===== src/rtl/percept_seq_if.sv =====
// Operand-pair input and result output handshakes of the perceptron sequencer.
interface percept_seq_if #(
  parameter int unsigned SIZE = 32
);
  localparam int unsigned ACC_W = 4 * SIZE;

  logic             in_valid;
  logic             in_ready;
  logic [SIZE-1:0]  in_a;
  logic [SIZE-1:0]  in_b;
  logic             in_last;
  logic             res_valid;
  logic             res_ready;
  logic [ACC_W-1:0] res_data;

  modport master (
    output in_valid, in_a, in_b, in_last, res_ready,
    input  in_ready, res_valid, res_data
  );

  modport slave (
    input  in_valid, in_a, in_b, in_last, res_ready,
    output in_ready, res_valid, res_data
  );
endinterface


===== src/rtl/percept_seq.sv =====
// Sequencer for the serial MAC perceptron stage: serialises operand pairs,
// issues stage command strobes, and deserialises the accumulator on the last pair.
module percept_seq #(
  parameter int unsigned SIZE  = 32,
  parameter int unsigned CNT_W = 8
) (
  input  logic         clk,
  input  logic         nRst,
  percept_seq_if.slave bus,
  output logic         shift_in,
  output logic         shift_out,
  output logic         mul,
  output logic         acc,
  output logic         data_in,
  input  logic         pe_data,
  output logic         busy
);
  localparam int unsigned ACC_W  = 4 * SIZE;
  localparam int unsigned PAIR_W = 2 * SIZE;

  typedef enum logic [2:0] {
    IDLE, SHIFT, MUL, ACC, DRAIN, CAPT, RESULT
  } state_t;

  state_t            state;
  logic [CNT_W-1:0]  cnt;
  logic [PAIR_W-1:0] sreg;
  logic              last_q;

  // Outputs are registered alongside the state so each one is a pure decode
  // of the state being entered.
  always_ff @(posedge clk) begin
    if (!nRst) begin
      state         <= IDLE;
      cnt           <= '0;
      sreg          <= '0;
      last_q        <= 1'b0;
      shift_in      <= 1'b0;
      shift_out     <= 1'b0;
      mul           <= 1'b0;
      acc           <= 1'b0;
      data_in       <= 1'b0;
      busy          <= 1'b0;
      bus.in_ready  <= 1'b1;
      bus.res_valid <= 1'b0;
      bus.res_data  <= '0;
    end else begin
      shift_in  <= 1'b0;
      shift_out <= 1'b0;
      mul       <= 1'b0;
      acc       <= 1'b0;
      data_in   <= 1'b0;

      case (state)
        IDLE: begin
          if (bus.in_valid) begin
            sreg         <= {bus.in_a, bus.in_b};
            last_q       <= bus.in_last;
            cnt          <= '0;
            state        <= SHIFT;
            bus.in_ready <= 1'b0;
            busy         <= 1'b1;
            shift_in     <= 1'b1;
            data_in      <= bus.in_a[SIZE-1];
          end
        end

        // data_in always carries the MSB of the not-yet-sent remainder.
        SHIFT: begin
          sreg <= {sreg[PAIR_W-2:0], 1'b0};
          if (cnt == CNT_W'(PAIR_W - 1)) begin
            state <= MUL;
            mul   <= 1'b1;
          end else begin
            cnt      <= cnt + CNT_W'(1);
            shift_in <= 1'b1;
            data_in  <= sreg[PAIR_W-2];
          end
        end

        MUL: begin
          state <= ACC;
          acc   <= 1'b1;
        end

        ACC: begin
          if (!last_q) begin
            state        <= IDLE;
            bus.in_ready <= 1'b1;
            busy         <= 1'b0;
          end else begin
            cnt       <= '0;
            state     <= DRAIN;
            shift_out <= 1'b1;
          end
        end

        // pe_data lags shift_out by one cycle, so the first drain cycle has nothing to capture.
        DRAIN: begin
          if (cnt != '0) begin
            bus.res_data <= {bus.res_data[ACC_W-2:0], pe_data};
          end
          if (cnt == CNT_W'(ACC_W - 1)) begin
            state <= CAPT;
          end else begin
            cnt       <= cnt + CNT_W'(1);
            shift_out <= 1'b1;
          end
        end

        CAPT: begin
          bus.res_data  <= {bus.res_data[ACC_W-2:0], pe_data};
          state         <= RESULT;
          bus.res_valid <= 1'b1;
        end

        RESULT: begin
          if (bus.res_ready) begin
            state         <= IDLE;
            bus.res_valid <= 1'b0;
            bus.in_ready  <= 1'b1;
            busy          <= 1'b0;
          end
        end

        default: begin
          state         <= IDLE;
          bus.in_ready  <= 1'b1;
          bus.res_valid <= 1'b0;
          busy          <= 1'b0;
        end
      endcase
    end
  end
endmodule


===== src/flat_wrapper.sv =====
// flat-port wrapper written by rule: the top's interface ports become plain ports
module percept_seq_flat 
#(
  parameter int unsigned SIZE  = 32,
  parameter int unsigned CNT_W = 8
)
  (clk, nRst, shift_in, shift_out, mul, acc, data_in, pe_data, busy, bus_in_valid, bus_in_a, bus_in_b, bus_in_last, bus_res_ready, bus_in_ready, bus_res_valid, bus_res_data);
  percept_seq_if #(.SIZE(SIZE)) bus_i ();
  input  logic clk;
  input  logic nRst;
  output logic shift_in;
  output logic shift_out;
  output logic mul;
  output logic acc;
  output logic data_in;
  input  logic pe_data;
  output logic busy;
  input wire logic [$bits(bus_i.in_valid)-1:0] bus_in_valid;
  input wire logic [$bits(bus_i.in_a)-1:0] bus_in_a;
  input wire logic [$bits(bus_i.in_b)-1:0] bus_in_b;
  input wire logic [$bits(bus_i.in_last)-1:0] bus_in_last;
  input wire logic [$bits(bus_i.res_ready)-1:0] bus_res_ready;
  output wire logic [$bits(bus_i.in_ready)-1:0] bus_in_ready;
  output wire logic [$bits(bus_i.res_valid)-1:0] bus_res_valid;
  output wire logic [$bits(bus_i.res_data)-1:0] bus_res_data;
  assign bus_i.in_valid = bus_in_valid;
  assign bus_i.in_a = bus_in_a;
  assign bus_i.in_b = bus_in_b;
  assign bus_i.in_last = bus_in_last;
  assign bus_i.res_ready = bus_res_ready;
  assign bus_in_ready = bus_i.in_ready;
  assign bus_res_valid = bus_i.res_valid;
  assign bus_res_data = bus_i.res_data;
  percept_seq #(.SIZE(SIZE), .CNT_W(CNT_W)) u_core (.clk(clk), .nRst(nRst), .bus(bus_i), .shift_in(shift_in), .shift_out(shift_out), .mul(mul), .acc(acc), .data_in(data_in), .pe_data(pe_data), .busy(busy));
endmodule

===== config.mk =====
export PLATFORM = sky130hd
export DESIGN_NAME = percept_seq_flat
export DESIGN_NICKNAME = d
export VERILOG_FILES = /design/src/rtl/percept_seq_if.sv /design/src/rtl/percept_seq.sv /design/src/flat_wrapper.sv
export SDC_FILE = /design/constraint.sdc
export NUM_CORES = 1
export LEC_CHECK = 0
export ABC_AREA = 1
export CELL_PAD_IN_SITES_DETAIL_PLACEMENT = 1
export CELL_PAD_IN_SITES_GLOBAL_PLACEMENT = 2
export CORE_MARGIN = 1
export CORE_UTILIZATION = 29
export DETAILED_ROUTE_END_ITERATION = 7
export HOLD_SLACK_MARGIN = 0.08
export PLACE_DENSITY_LB_ADDON = 0.1
export SLEW_MARGIN = 30
export SYNTH_ARGS = -nofsm -noshare
export SYNTH_HDL_FRONTEND = slang
export SYNTH_SLANG_ARGS = --single-unit
export TNS_END_PERCENT = 20

===== constraint.sdc =====
create_clock -name clk -period 3.2 [get_ports clk]
set_input_delay 0.48 -clock clk [delete_from_list [all_inputs] [get_ports clk]]
set_output_delay 0.48 -clock clk [all_outputs]
set_load 0.1 [all_outputs]

==> results of run 1 <==
worst max-delay path by stage:
stage	slack, ns	from	cells after the start	end
2_1_floorplan	1.76	u_core.cnt[0]	8	u_core.state[1]
5_1_grt	0.63	u_core.bus.res_data[107]	1	bus_res_data[107]
3_5_place_dp	0.89	u_core.state[2]	6	u_core.sreg[22]
6_report	0.68	u_core.bus.res_data[45]	1	bus_res_data[45]
3_3_place_gp	0.96	u_core.state[2]	6	u_core.sreg[40]
4_1_cts	0.65	u_core.bus.res_data[98]	1	bus_res_data[98]
routing by layer:
| metal | global-route usage (%) | vias to the layer above | routed length [um] |
|---|---|---|---|
| li1 | - | 3859 | - |
| met1 | 22.4 | 3624 | 11900 |
| met2 | 27.5 | 148 | 10800 |
| met3 | 4.41 | 32 | 1550 |
| met4 | 4.23 | 0 | 416 |
| met5 | 0 | - | 0 |
Yosys cell counts:
cell type  number
buf_6          11
or2_2           1
o21ai_2         1
inv_2           4
buf_1           1
nand3_1        23
inv_1          16
nor2_1        284
nand3_2         2
a31oi_1        61
nand2_1       163
nand2_4         1
o21ai_0       188
nand3b_1        1
dfxtp_1       211
buf_4           6
nor3_1          2
a211oi_1        1
a21oi_1        14
o31ai_1         1
nand2_2         5
clkbuf_1       25
ha_1            2
clkbuf_2       10
buf_2          26
nor2_2          1
nand4_1         3
o211ai_1        1
nor2_4          1
o221ai_1        1
o21ai_1         5
cell type report:
type | count | area, um2
antenna | 2 | 5.00
clock buffer | 34 | 699
clock inverter | 11 | 135
fill | 3367 | 16300
inverter | 20 | 76.3
multi-input combinational | 762 | 3420
sequential | 211 | 4220
tap | 372 | 465
timing repair buffer | 215 | 1970
flip-flops by register name, indices dropped and copies added (netlist names):
name,count
u_core.acc,1
u_core.bus.in_ready,1
u_core.bus.res_data,128
u_core.bus.res_valid,1
u_core.busy,1
u_core.cnt,8
u_core.data_in,1
u_core.last_q,1
u_core.mul,1
u_core.shift_in,1
u_core.shift_out,1
u_core.sreg,63
u_core.state,3
where the power goes:
part	leakage, nW	total (mW)	internal, mW	switching, mW
logic	2.82	1.34	0.399	0.943
clock network	0.409	2.90	1.77	1.13
registers	1.72	3.06	2.90	0.154
total	4.94	7.30	5.07	2.23
logic make-up after synthesis:
| group | Yosys count | share of synthesized area (%) |
|---|---|---|
| flip-flops | 211 | 51.9 |
| buffers and inverters | 99 | 6.41 |
| adder cells (fa/ha/maj) | 2 | 0.307 |
| AO/OA/AOI/OAI | 273 | 17.9 |
| AND/OR/NAND/NOR | 487 | 23.5 |
worst register-to-register path, cell delays in order, from the launching register on:
cell     delay (ns)
dfxtp_1        0.41
inv_2          0.15
nand3_2        0.44
nand2_4        0.50
buf_12         0.36
o21ai_0        0.16
a31oi_1        0.18
per-stage QoR:
step	worst slack (ns)	cell area (um2)	utilization [%]	std cells	power [mW]
after floorplan	1.76	8140	-	1072	4.09
after global placement	0.961	10200	37.3	1580	4.46
after detailed placement	0.893	10200	37.3	1580	4.47
after CTS	0.647	11000	40.3	1625	7.41
after global routing	0.625	11000	40.3	1625	7.70
final	0.678	11000	40.3	1627	7.30
==> metrics.txt, run 1 <==
Seq cells post-synth 211; final setup fails 0; die height 170 um; initial antenna violation count 1; synth warn 0; Final Skew 0.00780 ns; register-to-register setup slack 0.93 ns; Final Hold Fails 0; cts hold-fix bufs 0; Final Slew Violations 0; tightest hold margin 0.473 ns; RSZ-0062 raised after global routing no; type of the worst setup path reg2out; Min-Delay Path Class in2reg; Yosys cell types 31; Layout Area Growth over Synthesis 35.0%; vias per inst 4.71; Fmax achieved 0.397 GHz; vias in the first global route 7577; worst-path cell chain clkdlybuf4s50_1; Total Negative Setup Slacks 0 ns; Synth area leader dfxtp_1; reg2reg path depth 6; crit path launch type register; critical path arrival 2.04 ns; GP Congestion 0.722; H-tree depth 1; top area cells in the synthesized netlist dfxtp_1 (52%), nor2_1 (13%), o21ai_0 (12%); CP Max Fanout 3; global-route wire length before repair 40000 um; crit share post-route 78.8%; gr usage total 17.0%; DRT iter0 DRCs 533; HP Start nRst; # clock sinks 211; gr ovfl total 0; CTS Root Buffer Type clkbuf_16; Synth Instances 1072; status finished, final reports clean; FP Rows 60; largest net degree at the start of global routing 99; io pins 206; Clock Pin Slew Worst Setup and Hold Paths 0.06 ns; postcts setup bufs 0; clk buf depth 3; hold depth 3; minimum clock period 2.52 ns; DR WL/cell 15.1 um; TritonCTS clock tree yes; final antenna-violating net count 0; r2r startpoint u_core.state[2]; initial core utilization 29.9%; critical path's largest stage delay 1.15 ns; IO buf count 205; slowest CP cell clkdlybuf4s50_1; pwr dens 664 mW/mm2; most common cell after layout, fill and taps aside nor2_1; core area 0.0273 mm2; buffers and inverters on the worst path 1; relative max-transition margin 33.9%; mean post-synth cell area 7.60 um2; Peak VDD IR 0.369 mV; first-pass detailed-route iteration total 4; register area share after synthesis 51.9%; die width 170 um; Critical Path Sink Type output port; Endpoint, Worst Hold u_core.sreg[31]; share of layout cells above drive strength 1 12.1%; detailed-route DRC error count 0; drt total wl 24600 um; Mapped Area 0.00814 mm2; Resized Gates After CTS 0; syn nets 1144; most frequent cells in the layout nor2_1 (283), dfxtp_1 (211), o21ai_0 (188); reg2reg end u_core.sreg[15]; delay-heaviest family, CP buffers and inverters; fin nets 1307; cts bufs inserted 25; top cell type's share of synthesized area 51.9%; P_leak 4.94 nW; Worst Tran Pin Value 0.988 ns; via count 7663; area of the die 0.0288 mm2; worst skew pair latency 0.51 ns; Max Cap Viol 0; Critical Path RT 2.72 ns; Detailed Place HPWL 15800 um
Note: power is estimated with default switching activity, not from simulation.
==> run 2, diff against run 1 <==
--- a/config.mk
+++ b/config.mk
@@ -9,7 +9,7 @@
 export CELL_PAD_IN_SITES_DETAIL_PLACEMENT = 1
 export CELL_PAD_IN_SITES_GLOBAL_PLACEMENT = 2
 export CORE_MARGIN = 1
-export CORE_UTILIZATION = 29
+export CORE_UTILIZATION = 25
 export DETAILED_ROUTE_END_ITERATION = 7
 export HOLD_SLACK_MARGIN = 0.08
 export PLACE_DENSITY_LB_ADDON = 0.1
==> constraint.sdc (replaced) <==
create_clock -name clk -period 2.3 [get_ports clk]
set_input_delay 0.345 -clock clk [delete_from_list [all_inputs] [get_ports clk]]
set_output_delay 0.345 -clock clk [all_outputs]
set_load 0.1 [all_outputs]
==> metrics.txt, run 2 (synthesis gave the netlist of run 1 again) <==
drt total wl 26200 um (was 24600 um); TritonCTS clock tree yes (unchanged); Layout Area Growth over Synthesis 36.5% (was 35.0%); core area 0.0318 mm2 (was 0.0273 mm2); GP Congestion 0.724 (was 0.722); Clock Pin Slew Worst Setup and Hold Paths 0.06 ns (about the same); final instance area 0.0111 mm2 (was 0.0110 mm2); most common cell after layout, fill and taps aside nor2_1 (unchanged); H-tree depth 1 (unchanged); FP Rows 65 (was 60); Final Slew Violations 0 (unchanged); IO buf count 205 (unchanged); area of the die 0.0333 mm2 (was 0.0288 mm2); gr ovfl total 0 (unchanged); io pins 206 (unchanged); initial antenna violation count 0 (was 1); Fmax achieved 0.535 GHz; Post-Place Setup Slack 0.294 ns (was 0.893 ns); crit share post-route 81.2%; most frequent CP cell nand2_4; status finished, final reports clean (unchanged); global-route wire length before repair 42300 um (was 40000 um); worst-path cell chain inv_2 > nand2_2 > nor2_4 > nand2_4 > nand2_4 > buf_4 > o21ai_0 > a31oi_1 (was clkdlybuf4s50_1); Min-Delay Path Class in2reg (unchanged); via count 7695 (was 7663); first-pass detailed-route iteration total 4 (unchanged); # clock sinks 211 (unchanged); Worst Tran Pin Value 0.542 ns (was 0.988 ns); pwr dens 943 mW/mm2 (was 664 mW/mm2); Critical Path RT 2.74 ns (was 2.72 ns); worst skew pair latency 0.54 ns (was 0.51 ns); vias in the first global route 7747 (was 7577); clk buf depth 3 (unchanged); minimum clock period 1.87 ns; cts bufs inserted 26 (was 25); DP Area 0.0102 mm2 (about the same); Resized Gates After CTS 0 (unchanged); die width 182 um (was 170 um); biggest registers after layout u_core.bus.res_data: 128 flops, u_core.sreg: 63 flops, u_core.cnt: 8 flops (unchanged); Critical Path Sink Type register (was output port); die height 182 um (was 170 um); fin nets 1315 (was 1307); final setup fails 0 (unchanged); Peak VDD IR 0.472 mV (was 0.369 mV); gr usage total 15.5% (was 17.0%); DRT iter0 DRCs 405 (was 533); share of layout cells above drive strength 1 16.9% (was 12.1%); crit path launch type register (unchanged); P_leak 5.15 nW (was 4.94 nW); critical path arrival 2.31 ns (was 2.04 ns); CTS Root Buffer Type clkbuf_16 (unchanged); initial core utilization 25.6% (was 29.9%); Max Cap Viol 0 (unchanged); postcts setup bufs 0 (unchanged); most frequent cells in the layout nor2_1 (283), dfxtp_1 (211), o21ai_0 (188) (unchanged); type of the worst setup path reg2reg (was reg2out); slowest CP cell dfxtp_1 (was clkdlybuf4s50_1); Detailed Place HPWL 16800 um (was 15800 um); Final Hold Fails 0 (unchanged); detailed-route DRC error count 0 (unchanged); relative max-transition margin 63.8% (was 33.9%); cts hold-fix bufs 0 (unchanged); # fillers 3840 (was 3367); buffers and inverters on the worst path 2 (was 1); RSZ-0062 raised after global routing no (unchanged); DR WL/cell 15.4 um (was 15.1 um); Final Skew 0.0257 ns (was 0.00780 ns); vias per inst 4.54 (was 4.71); final antenna-violating net count 0 (unchanged); crit path setup slack, layout 0.432 ns (was 0.678 ns); max reg flops 128 (unchanged); delay-heaviest family, CP simple AND/OR/NAND/NOR gates (was buffers and inverters); Most flops, register u_core.bus.res_data (unchanged); largest net degree at the start of global routing 91 (was 99); Total Negative Setup Slacks 0 ns (unchanged); ANT cells 0 (was 2); CP Max Fanout 30 (was 3); critical path's largest stage delay 0.40 ns (was 1.15 ns)
-- run 2: changes by cell type in the layout (fill, tap and decap cells not counted), moves of 4 or more --
cell / change
clkdlybuf4s50_1: -53
clkinv_2: -4
buf_4: +55
clkbuf_8: +4
buf_12: +5
-- run 2: power breakdown --
group / leakage (nW) / switching, mW / total (mW) / internal [mW]
clock network: 0.445 / 1.62 / 4.28 / 2.66
logic: 2.99 / 1.35 / 1.95 / 0.600
registers: 1.72 / 0.214 / 4.25 / 4.04
-- run 2: path summary, 6_finish.rpt --
kind,cells after the start,slack [ns],from,endpoint
worst max-delay path,8,0.43,u_core.state[1],u_core.sreg[41]
worst min-delay path,3,0.19,nRst,u_core.cnt[5]
worst min register to register,2,0.47,u_core.sreg[8],u_core.sreg[9]
worst max register to register,8,0.43,u_core.state[1],u_core.sreg[41]
-- run 2: per-layer routing --
metal  share of wire, %  GRT usage, %  vias up
met4                1.5          3.53        0
met2                 44          24.8      149
li1                   -             -     3882
met1                 48          20.8     3638
met5                  0             0        -
met3                6.6          4.21       26
-- run 2: worst reg2reg max path, delay by kind of cell, from the launching register on --
kind / cells / cell delay, ns
buffers and inverters: 2 / 0.46
AOI/OAI and AO/OA: 2 / 0.27
and+or+nand+nor: 4 / 0.66
DFF: 1 / 0.40
-- run 2: per-stage QoR --
step                cells  util [%]  hold WS [ns]  power [mW]
floorplan            1072         -         0.452        5.69
global placement     1650      32.1         0.463        6.29
detailed placement   1650      32.1         0.468        6.31
CTS                  1696      35.0         0.163        10.7
global route         1696      35.0         0.203        11.1
finish               1696      35.0         0.191        10.5
-- run 2: layout make-up --
| cell class | count | area [um2] | share of cell area (%) |
|---|---|---|---|
| clock inverters | 7 | 121 | 1.09 |
| flip-flops and latches | 211 | 4220 | 38.0 |
| repair buffers | 222 | 1950 | 17.5 |
| well taps | 435 | 544 | 4.90 |
| multi-input cells | 762 | 3420 | 30.8 |
| clock buffers | 39 | 779 | 7.01 |
| inverters | 20 | 77.6 | 0.698 |
